**src/rtl/max_row_sequencer_pkg.sv**
```systemverilog
// Shared score/value types and sequencer state encoding for the attention running-max path.
package max_row_sequencer_pkg;

  localparam int unsigned ScoreW = 16;
  localparam int unsigned VLanes = 4;
  localparam int unsigned VLaneW = 8;

  typedef logic signed [ScoreW-1:0]         score_qt_t;
  typedef logic [VLanes-1:0][VLaneW-1:0]    v_vector_t;

  // Most negative representable score; seeds every row's running max.
  localparam score_qt_t ScoreMin = {1'b1, {(ScoreW-1){1'b0}}};

  typedef enum logic [1:0] {StIdle, StRun, StDrain} seq_state_e;

endpackage

```
**src/rtl/max_row_sequencer_if.sv**
```systemverilog
// Score/value stream handshake between the producer and the running-max sequencer.
interface max_row_sequencer_if;
  import max_row_sequencer_pkg::*;

  logic      vld;
  logic      rdy;
  score_qt_t s;
  v_vector_t v;

  modport master (output vld, s, v, input rdy);
  modport slave  (input vld, s, v, output rdy);

endinterface

```
**src/rtl/max_row_sequencer.sv**
```systemverilog
// Streams per-row key scores into a one-entry max stage, forwarding m_prev and tagging row ends.
module max_row_sequencer
  import max_row_sequencer_pkg::*;
#(
  parameter int unsigned KEY_CNT_W = 16,
  parameter int unsigned ROW_CNT_W = 16
) (
  input  logic                 clk,
  input  logic                 rst,
  input  logic                 start,
  input  logic [KEY_CNT_W-1:0] num_keys,
  input  logic [ROW_CNT_W-1:0] num_rows,
  max_row_sequencer_if.slave   up,
  output logic                 stg_vld_in,
  input  logic                 stg_rdy,
  output score_qt_t            stg_s,
  output score_qt_t            stg_m_prev,
  output v_vector_t            stg_v,
  input  logic                 stg_vld_out,
  input  score_qt_t            stg_m_out,
  input  logic                 dn_rdy,
  output logic                 tag_last,
  output score_qt_t            row_max,
  output logic                 row_done,
  output logic                 busy,
  output logic                 done
);

  seq_state_e           state_q;
  logic [KEY_CNT_W-1:0] key_cnt_q, num_keys_q;
  logic [ROW_CNT_W-1:0] row_cnt_q, num_rows_q;
  logic                 first_q;
  logic                 tag_q;
  score_qt_t            m_run_q;

  logic run, in_fire, out_fire, key_last, row_last;

  assign run      = (state_q == StRun);
  assign in_fire  = up.vld && stg_rdy && run;
  assign out_fire = stg_vld_out && dn_rdy;
  assign key_last = (key_cnt_q == num_keys_q - KEY_CNT_W'(1));
  assign row_last = (row_cnt_q == num_rows_q - ROW_CNT_W'(1));

  assign up.rdy     = stg_rdy && run;
  assign stg_vld_in = up.vld && run;
  assign stg_s      = up.s;
  assign stg_v      = up.v;
  assign busy       = (state_q != StIdle);
  assign tag_last   = tag_q && stg_vld_out;

  // The stage holds at most one entry, so its live m_out is always the newest running max.
  assign stg_m_prev = first_q     ? ScoreMin  :
                      stg_vld_out ? stg_m_out : m_run_q;

  always_ff @(posedge clk) begin
    if (rst) begin
      state_q    <= StIdle;
      key_cnt_q  <= '0;
      row_cnt_q  <= '0;
      num_keys_q <= '0;
      num_rows_q <= '0;
      first_q    <= 1'b0;
      tag_q      <= 1'b0;
      m_run_q    <= ScoreMin;
      row_max    <= ScoreMin;
      row_done   <= 1'b0;
      done       <= 1'b0;
    end else begin
      row_done <= 1'b0;
      done     <= 1'b0;

      if (out_fire) begin
        m_run_q <= tag_last ? ScoreMin : stg_m_out;
      end
      if (out_fire && tag_last) begin
        row_max  <= stg_m_out;
        row_done <= 1'b1;
      end

      // Tag follows the entry in the stage: a new entry overwrites, a pop clears.
      if (in_fire) begin
        tag_q <= key_last;
      end else if (dn_rdy) begin
        tag_q <= 1'b0;
      end

      unique case (state_q)
        StIdle: begin
          if (start) begin
            num_keys_q <= num_keys;
            num_rows_q <= num_rows;
            key_cnt_q  <= '0;
            row_cnt_q  <= '0;
            first_q    <= 1'b1;
            if (num_keys == '0 || num_rows == '0) begin
              done <= 1'b1;
            end else begin
              state_q <= StRun;
            end
          end
        end
        StRun: begin
          if (in_fire) begin
            if (key_last) begin
              key_cnt_q <= '0;
              row_cnt_q <= row_cnt_q + ROW_CNT_W'(1);
              first_q   <= 1'b1;
              if (row_last) begin
                state_q <= StDrain;
              end
            end else begin
              key_cnt_q <= key_cnt_q + KEY_CNT_W'(1);
              first_q   <= 1'b0;
            end
          end
        end
        StDrain: begin
          if (!stg_vld_out || out_fire) begin
            state_q <= StIdle;
            done    <= 1'b1;
          end
        end
        default: state_q <= StIdle;
      endcase
    end
  end

endmodule

```
**src/flat_wrapper.sv**
```systemverilog
// flat-port wrapper written by rule: the top's interface ports become plain ports
module max_row_sequencer_flat import max_row_sequencer_pkg::*;
#(
  parameter int unsigned KEY_CNT_W = 16,
  parameter int unsigned ROW_CNT_W = 16
)
  (clk, rst, start, num_keys, num_rows, stg_vld_in, stg_rdy, stg_s, stg_m_prev, stg_v, stg_vld_out, stg_m_out, dn_rdy, tag_last, row_max, row_done, busy, done, up_vld, up_s, up_v, up_rdy);
  max_row_sequencer_if up_i ();
  input  logic clk;
  input  logic rst;
  input  logic start;
  input  logic [KEY_CNT_W-1:0] num_keys;
  input  logic [ROW_CNT_W-1:0] num_rows;
  output logic stg_vld_in;
  input  logic stg_rdy;
  output score_qt_t stg_s;
  output score_qt_t stg_m_prev;
  output v_vector_t stg_v;
  input  logic stg_vld_out;
  input  score_qt_t stg_m_out;
  input  logic dn_rdy;
  output logic tag_last;
  output score_qt_t row_max;
  output logic row_done;
  output logic busy;
  output logic done;
  input wire logic [$bits(up_i.vld)-1:0] up_vld;
  input wire logic [$bits(up_i.s)-1:0] up_s;
  input wire logic [$bits(up_i.v)-1:0] up_v;
  output wire logic [$bits(up_i.rdy)-1:0] up_rdy;
  assign up_i.vld = up_vld;
  assign up_i.s = up_s;
  assign up_i.v = up_v;
  assign up_rdy = up_i.rdy;
  max_row_sequencer #(.KEY_CNT_W(KEY_CNT_W), .ROW_CNT_W(ROW_CNT_W)) u_core (.clk(clk), .rst(rst), .start(start), .num_keys(num_keys), .num_rows(num_rows), .up(up_i), .stg_vld_in(stg_vld_in), .stg_rdy(stg_rdy), .stg_s(stg_s), .stg_m_prev(stg_m_prev), .stg_v(stg_v), .stg_vld_out(stg_vld_out), .stg_m_out(stg_m_out), .dn_rdy(dn_rdy), .tag_last(tag_last), .row_max(row_max), .row_done(row_done), .busy(busy), .done(done));
endmodule
```
**config.mk**
```make
export PLATFORM = sky130hd
export DESIGN_NAME = max_row_sequencer_flat
export DESIGN_NICKNAME = d
export VERILOG_FILES = /design/src/rtl/max_row_sequencer_pkg.sv /design/src/rtl/max_row_sequencer_if.sv /design/src/rtl/max_row_sequencer.sv /design/src/flat_wrapper.sv
export SDC_FILE = /design/constraint.sdc
export NUM_CORES = 1
export LEC_CHECK = 0
export CORE_ASPECT_RATIO = 0.9
export CORE_UTILIZATION = 43
export CTS_CLUSTER_SIZE = 10
export DETAILED_ROUTE_END_ITERATION = 8
export GPL_TIMING_DRIVEN = 0
export PLACE_DENSITY = 0.78
export SYNTH_ARGS = -nofsm -noshare
export SYNTH_HDL_FRONTEND = slang
export SYNTH_SLANG_ARGS = --single-unit
```
**constraint.sdc**
```tcl
create_clock -name clk -period 2.5 [get_ports clk]
set_input_delay 0.375 -clock clk [delete_from_list [all_inputs] [get_ports clk]]
set_output_delay 0.375 -clock clk [all_outputs]
set_load 0.05 [all_outputs]
```
==> flow_summary.yaml <==
sta:
  maxSlewViolCount: 0
  min_period_ps: 2740
  rsz0062_at_grt: "yes"
  tns_ps: -5600
  finClkSkew_ps: 9.26
  setup_violations: 36
  fmaxAchievable_ghz: 0.365
  hold_viol_final: 0
  slew_headroom: 0.369
  tightest_slew_ps: 947
  period_share: 1.10
  fin_ws_ps: -239
yosys:
  synth_seq_cells: 102
  netlist_instances: 778
  ys_top_cells_by_area: "dfxtp_1 34%, nand2_1 8.3%, a21oi_1 7.3%, buf_4 6.0%, mux2i_1 4.8%"
  synth_edf_count: 0
  async_flop_share: 0
  synth_area_per_cell_sq_um: 7.72
  syn-cell-area_sq_mm: 0.00600
  ys_warn_count: 0
  netlist.top_cell.by_area: "dfxtp_1"
  synth_nets: 885
  synthFlopType: "dfxtp_1"
  yosysSeqAreaShare: 0.340
  synthDistinctLibCells: 60
  synth.top_cell.area_share: 0.340
global_route:
  grt-busiest-layer: "met2"
  grtUsageMet3: 0.0495
  grt_pass1_wl_um: 27300
  grt_usage: 0.235
  overflow: 0
  grtUsageMet1: 0.324
  grt.met2_usage: 0.372
  antenna_found_initial: 0
  grt_pass1_vias: 5470
  grt_max_degree: 18
cells_and_area:
  antennaDiodeCount: 0
  final_cell_mix: "133 x nand2_1, 121 x clkdlybuf4s50_1, 94 x dfxtp_1"
  final_layout_size_suffix_gt1_frac: 0.174
  mostFrequentLayoutCell: "nand2_1"
  nets: 1046
  layoutNonFillerInstCount: 1112
  areaGrowthSynthToFinish_pct: 39.4
  post-route-util: 0.622
die:
  num_rows: 40
  start_util: 0.446
  die_area_sq_mm: 0.0144
  num_io_pins: 189
  die_height_um: 114
  die_x_um: 127
  core-area_sq_mm: 0.0135
run:
  drv_cap: 0
detailed_routing:
  drtAntennaViolNets: 0
  vias: 6118
  vias_per_cell: 5.50
  wl_per_cell_um: 15.5
  firstDrtPassIters: 5
  remaining_drc_errors: 0
  routed_wl_um: 17200
  first_iter_violations: 391
worst_setup_path:
  worstPathRequired_ps: 2770
  crit_slowest_cell: "or4_4"
  crit_chain: "or4_4 -> or3_4 -> a221oi_2 -> o2111a_2 -> o2111ai_4 -> buf_4 -> a211oi_2 -> mux2i_1"
  reg2reg_setup_slack_ps: -240
  ff2ff_path_depth: 8
  cpPeakStageDelay_ps: 580
  critPathArrivalTime_ps: 3010
  cp-start-kind: "register"
  cp_max_fo: 8
  crit_path_end_kind: "register"
  path_class: "register to register"
hold_path:
  whs_path_depth: 2
  hold_path_class: "register to register"
run_status:
  violations: "negative setup slack"
  outcome: "finished with violations"
clocking:
  cts_inserted_buffers: 9
  cts_sinks: 102
  clk_pin_slew_ps: 70
  clk_latency_ps: 350
  cts-root-buf: "clkbuf_16"
  cts_max_path_buffers: 2
  cts_tree: "done"
  htreeDepth: 3
pwr:
  p_leak_nw: 3.09
  ir_worst_vdd_v: 0.000379
  total_power_mw: 4.26
  powerDensity_mw_per_mm2: 509
placement:
  placed_cells: 1086
  dp_hpwl_um: 12200
  io_buffers: 140
  dp_slack_ps: -1110
  gp_congestion: 0.933
## worst max-delay path, delay by kind of cell (launching register included)
family | cells | cell delay, ps
simple gates | 2 | 970
compound gates | 4 | 900
flops | 1 | 340
buf+inv | 1 | 240
mux | 1 | 220
## final timing paths
check | endpoint | from
setup / recovery | u_core.row_cnt_q[15] | u_core.num_keys_q[6]
hold / removal | u_core.row_max[2] | u_core.row_max[2]
hold reg to reg | u_core.row_max[2] | u_core.row_max[2]
setup reg to reg | u_core.row_cnt_q[15] | u_core.num_keys_q[6]
## cell families after synthesis
| logic type | count (synthesis) | synth area share |
|---|---|---|
| and+or+nand+nor | 354 | 0.294 |
| AOI/OAI and AO/OA | 128 | 0.131 |
| buffers and inverters | 108 | 0.0996 |
| DFF | 102 | 0.340 |
| xor gates and xnor gates | 51 | 0.0744 |
| muxes | 31 | 0.0521 |
| adders and majority gates | 4 | 0.00834 |
## per-layer routing
layer  share of wire  wire [um]
met5               0          0
met4           0.018        317
met3           0.073       1260
met2            0.45       7750
met1            0.46       7870
## state kept, by name, summed over array words and instances, names as in the netlist, 2 cells and up
signal             cells
u_core.state_q         2
u_core.row_max        16
u_core.key_cnt_q      16
u_core.num_keys_q     16
u_core.m_run_q        16
u_core.num_rows_q     16
u_core.row_cnt_q      16
## repair_timing
action	CTS	global route
pin swaps	30	11
hold buffers	0	0
endpoints found under the hold margin	0	0
setup endpoints to repair	55	45
buffers inserted	10	1
resized for setup	97	33
gates cloned	3	0
## cells in the mapped netlist, types with 7 or more instances
cell      instances
clkbuf_1         41
nand3_1          22
nor2_1           51
nor3b_1          17
nor3_1           23
xnor2_1          26
nor2b_1           7
nand2_1         133
or3_1            20
inv_1             8
dfxtp_1         102
nand2b_1          9
mux2i_1          29
nor4_1           19
buf_4            48
xor2_1           25
nand4_1          17
a21oi_1          87
## power by group
group | switching (mW) | internal, mW
logic | 0.685 | 0.492
clock network | 0.628 | 0.716
registers | 0.0653 | 1.67
## per-stage QoR
| stage | hold WS (ps) | area, sq um |
|---|---|---|
| CTS | 455 | 8240 |
| detailed placement | 447 | 7650 |
| global placement | 442 | 7650 |
| floorplan | 449 | 6040 |
| finish | 453 | 8370 |
| global route | 483 | 8370 |
## layout make-up
| type | count | area (sq um) |
|---|---|---|
| Multi-Input combinational cell | 568 | 3670 |
| Tap cell | 168 | 210 |
| Clock buffer | 11 | 243 |
| Timing Repair Buffer | 154 | 1530 |
| Fill cell | 1146 | 5090 |
| Buffer | 96 | 589 |
| Clock inverter | 5 | 41.3 |
| Inverter | 8 | 30.0 |
| Sequential cell | 102 | 2060 |
Note: power is estimated with default switching activity, not from simulation.
